File: src/rtl/output_phase_ctrl.sv
// Output reorder sequencer: drives sel_1 of the two-line reorder datapath,
// produces I/R_reg valid strobes, tracks in-frame index k and flags broken frames.
// Ports: clk, rst (async, active-high), in_valid -> sel_1, i_valid, r_valid,
//   k_idx, busy, frame_done, err.
// Optional OUTPUT_PHASE_CTRL_ERR_CNT_EN: adds err_clr input and err_cnt[7:0] output.
module output_phase_ctrl #(
  parameter int N     = 16,
  parameter int CNT_W = $clog2(N) + 1
) (
  input  logic             clk,
  input  logic             rst,
  input  logic             in_valid,
  output logic             sel_1,
  output logic             i_valid,
  output logic             r_valid,
  output logic [CNT_W-1:0] k_idx,
  output logic             busy,
  output logic             frame_done,
  output logic             err
`ifdef OUTPUT_PHASE_CTRL_ERR_CNT_EN
  ,
  input  logic             err_clr,
  output logic [7:0]       err_cnt
`endif
);

  typedef enum logic [1:0] {
    IDLE,
    RUN,
    FLUSH
  } state_e;

  localparam logic [CNT_W-1:0] K_ONE  = CNT_W'(1);
  localparam logic [CNT_W-1:0] K_LAST = CNT_W'(N - 1);
  localparam logic [CNT_W-1:0] K_N    = CNT_W'(N);

  state_e           state_q, state_d;
  logic [CNT_W-1:0] k_q, k_d;
  logic             r_valid_q, r_valid_d;
  logic             err_q, err_d;

  always_ff @(posedge clk or posedge rst) begin
    if (rst) begin
      state_q   <= IDLE;
      k_q       <= '0;
      r_valid_q <= 1'b0;
      err_q     <= 1'b0;
    end else begin
      state_q   <= state_d;
      k_q       <= k_d;
      r_valid_q <= r_valid_d;
      err_q     <= err_d;
    end
  end

  // k=0 of a frame is never held in RUN: it is either the IDLE start cycle
  // or the FLUSH cycle of the previous frame, so RUN always has k>=1.
  always_comb begin
    state_d    = state_q;
    k_d        = k_q;
    r_valid_d  = 1'b0;
    err_d      = 1'b0;
    sel_1      = 1'b0;
    i_valid    = 1'b0;
    busy       = 1'b0;
    frame_done = 1'b0;
    k_idx      = k_q;
    unique case (state_q)
      IDLE: begin
        k_idx = '0;
        if (in_valid) begin
          state_d   = RUN;
          k_d       = K_ONE;
          r_valid_d = 1'b1;
        end
      end
      RUN: begin
        busy    = 1'b1;
        sel_1   = k_q[0];
        i_valid = (k_q != '0);
        if (in_valid) begin
          r_valid_d = 1'b1;
          if (k_q == K_LAST) begin
            state_d = FLUSH;
            k_d     = K_N;
          end else begin
            k_d = k_q + K_ONE;
          end
        end else begin
          err_d   = 1'b1;
          state_d = IDLE;
          k_d     = '0;
        end
      end
      FLUSH: begin
        busy       = 1'b1;
        i_valid    = 1'b1;
        frame_done = 1'b1;
        k_idx      = K_N;
        if (in_valid) begin
          // back-to-back frame: this cycle is k=0 of the next one
          state_d   = RUN;
          k_d       = K_ONE;
          r_valid_d = 1'b1;
        end else begin
          state_d = IDLE;
          k_d     = '0;
        end
      end
      default: begin
        state_d = IDLE;
        k_d     = '0;
      end
    endcase
  end

  assign r_valid = r_valid_q;
  assign err     = err_q;

`ifdef OUTPUT_PHASE_CTRL_ERR_CNT_EN
  logic [7:0] err_cnt_q, err_cnt_d;

  // clear has priority over a coincident err pulse
  always_comb begin
    err_cnt_d = err_cnt_q;
    if (err_clr) begin
      err_cnt_d = 8'd0;
    end else if (err_q && (err_cnt_q != 8'hFF)) begin
      err_cnt_d = err_cnt_q + 8'd1;
    end
  end

  always_ff @(posedge clk or posedge rst) begin
    if (rst) begin
      err_cnt_q <= 8'd0;
    end else begin
      err_cnt_q <= err_cnt_d;
    end
  end

  assign err_cnt = err_cnt_q;
`endif

endmodule
File: config.mk
export PLATFORM = sky130hd
export DESIGN_NAME = output_phase_ctrl
export DESIGN_NICKNAME = d
export VERILOG_FILES = /design/src/rtl/output_phase_ctrl.sv
export SDC_FILE = /design/constraint.sdc
export NUM_CORES = 1
export LEC_CHECK = 0
export CAP_MARGIN = 20
export CORE_MARGIN = 8
export CORE_UTILIZATION = 41
export CTS_CLUSTER_DIAMETER = 50
export DETAILED_ROUTE_END_ITERATION = 8
export PLACE_DENSITY_LB_ADDON = 0.3
export SYNTH_ARGS = -nofsm -noshare
export SYNTH_HDL_FRONTEND = slang
export SYNTH_SLANG_ARGS = --single-unit
File: constraint.sdc
create_clock -name clk -period 1.98 [get_ports clk]
set_clock_uncertainty 0.15 [all_clocks]
set_input_delay 0.594 -clock clk [delete_from_list [all_inputs] [get_ports clk]]
set_output_delay 0.594 -clock clk [all_outputs]
set_load 0.02 [all_outputs]
==> run summary <==
outcome: complete, but fails checks
violated checks: negative setup slack
Final Cycle Share: 122%
clk slew on worst S/H paths: 70 ps
most frequent cells in the layout: 16 x buf_4, 11 x buf_6, 9 x dfrtp_1
unrepaired setup endpoints after global routing: true
Setup CP Type: register to output port
fillers: 80
sequential-to-total area share from yosys stat: 40.7%
ant diodes: 0
critical path startpoint category: register
post-detailed-route DRC marker count: 0
Final setup viols: 11
arrival time at the worst endpoint: 1680 ps
reg-to-reg critical path endpoint: k_q[2]$_DFFE_PP0P_
die area: 2780 um^2
Critical Path Fanout Max: 2
pwr/cell area: 1600 nW/um^2
Core Box Area: 1280 um^2
Relative slew margins: 75.9%
Slew @ Worst Pin: 361 ps
hold buffers post-CTS: 0
Routed Antenna Nets: 0
drt wl/cell: 17.4 um
cell count after synthesis: 55
commonest non-fill, non-tap cell in the layout: buf_4
WP data required: 1240 ps
htree depth: 1
Critical Path End: i_valid
final setup margin: -443 ps
Clock Latency Late Sink: 270 ps
first-pass iteration count of the detailed router: 4
TritonCTS clock tree: built
clock sink count: 9
largest net degree at the start of global routing: 10
Via Count: 572
DR vias/cell: 5.45
Worst R2R Start: k_q[0]$_DFFE_PP0P_
maximum VDD drop: 1.30 mV
final hold vios: 0
Nets: 101
Pleak: 0.476 nW
post-DP HPWL: 1.11 mm
site row count: 13
CTS Buf Count: 3
antenna violations before repair: 0
Synth Register Bits: 9
vias in the first global route: 576
CTS max path bufs: 2
grt total ovfl: 0
share of layout cells above drive strength 1: 62.2%
r2r setup slk: -20 ps
Synth Cell Area: 553 um^2
Initial Util: 43.0%
placed instance count: 94
Routed WL: 1.83 mm
CP Launch Point: k_q[0]$_DFFE_PP0P_
max-slew violations: 0
final core utilization: 79.1%
Worst setup EP type: output port
Starting DRT DRC Count: 14
Area Growth Syn to Fin: 83.7%
Die H: 52.7 um
Avg Cell Area, Syn: 10.1 um^2
Ys Warns: 0
Final Wtd Congestion: 0.822
Total GRT Usage: 13.0%
Yosys cell types: 25
Root Driver: clkbuf_4
Die X: 52.7 um
Final Non-Filler Cells: 105
Tightest Hold Check Type: input port to asynchronous set/reset pin
io pins: 14
Fmax: 413 MHz
R2R depth: 8
Tmin final: 2420 ps
max-cap violations: 0
port buffer count: 13
global-route wire length before repair: 2.66 mm
Place WS: -540 ps
Synthesized Nets: 65
## worst max-delay path, stage by stage (launching register included)
cell	delay, ps
dfrtp_1	400
inv_2	90
ha_4	120
or4b_4	450
a21oi_2	130
nor2b_1	50
buf_4	150
## routing by layer
layer  global-route usage, %  wire length [um]
met2                    19.4               870
met3                    3.41               165
met5                       0                 0
met1                    15.6               752
met4                    9.48                44
## flip-flops by register name, summed over array words and instances, names as in the netlist
name     count
err          1
k_q          5
r_valid      1
state_q      2
## kinds of logic after synthesis
family	after synthesis	share of synthesized area, %
simple gates	22	23.5
compound gates	9	12.4
flops	9	40.7
fa+ha+maj	7	15.8
buf+inv	6	4.07
xor+xnor	1	1.58
mux	1	1.81
## through the flow
stage	setup TNS [ps]	power (mW)	hold WS, ps	instance area [um^2]
after floorplan	-175	0.671	272	553
after global placement	-2520	1.01	451	785
after detailed placement	-2690	1.03	454	785
after CTS	-1020	1.41	459	926
after global routing	-1660	1.71	499	1020
final	-1130	1.63	437	1020
## how the worst min path moves through the flow
stage	cells after the start	to	slack [ps]
after CTS	2	k_q[0]$_DFFE_PP0P_	460
after floorplan	1	err$_DFF_PP0_	270
after detailed placement	2	k_q[1]$_DFFE_PP0P_	450
final	2	state_q[0]$_DFFE_PP0P_	440
after global routing	2	k_q[0]$_DFFE_PP0P_	500
after global placement	2	k_q[1]$_DFFE_PP0P_	450
## power by group
part | switching (mW) | internal (mW)
logic | 0.587 | 0.615
clock network | 0.0767 | 0.0748
registers | 0.0423 | 0.232
## Yosys cell counts (all sizes together)
cell / instances / share of area (%)
o31ai: 1 / 1.4
xnor2: 1 / 1.6
a22o: 4 / 6.6
nand2b: 1 / 1.1
a21oi: 1 / 0.90
a211o: 1 / 1.6
inv: 6 / 4.1
ha: 7 / 16
nand2: 3 / 2.0
and3: 1 / 1.4
and2: 3 / 3.6
nor2: 2 / 1.4
nor3: 3 / 2.7
nand3b: 1 / 1.4
nor2b: 4 / 4.5
or4b: 1 / 1.8
nand3: 1 / 0.90
o22ai: 1 / 1.1
o21ai: 1 / 0.90
and2b: 1 / 1.4
mux2i: 1 / 1.8
dfrtp: 9 / 41
nor3b: 1 / 1.4
## layout make-up
cell class	count	area [um^2]	share of cell area, %
Multi-Input combinational cell	40	438	43.1
Inverter	6	22.5	2.22
Timing Repair Buffer	31	284	28.0
Clock buffer	3	22.5	2.22
Clock inverter	1	5.00	0.493
Tap cell	15	18.8	1.85
Sequential cell	9	225	22.2
## what timing repair did
action                                  CTS  global route
endpoints found under the setup margin   12            14
gates resized for setup                  71            21
buffers inserted                          6             1
pin swaps                                 5             6
Power figures use the tool's default switching activity.
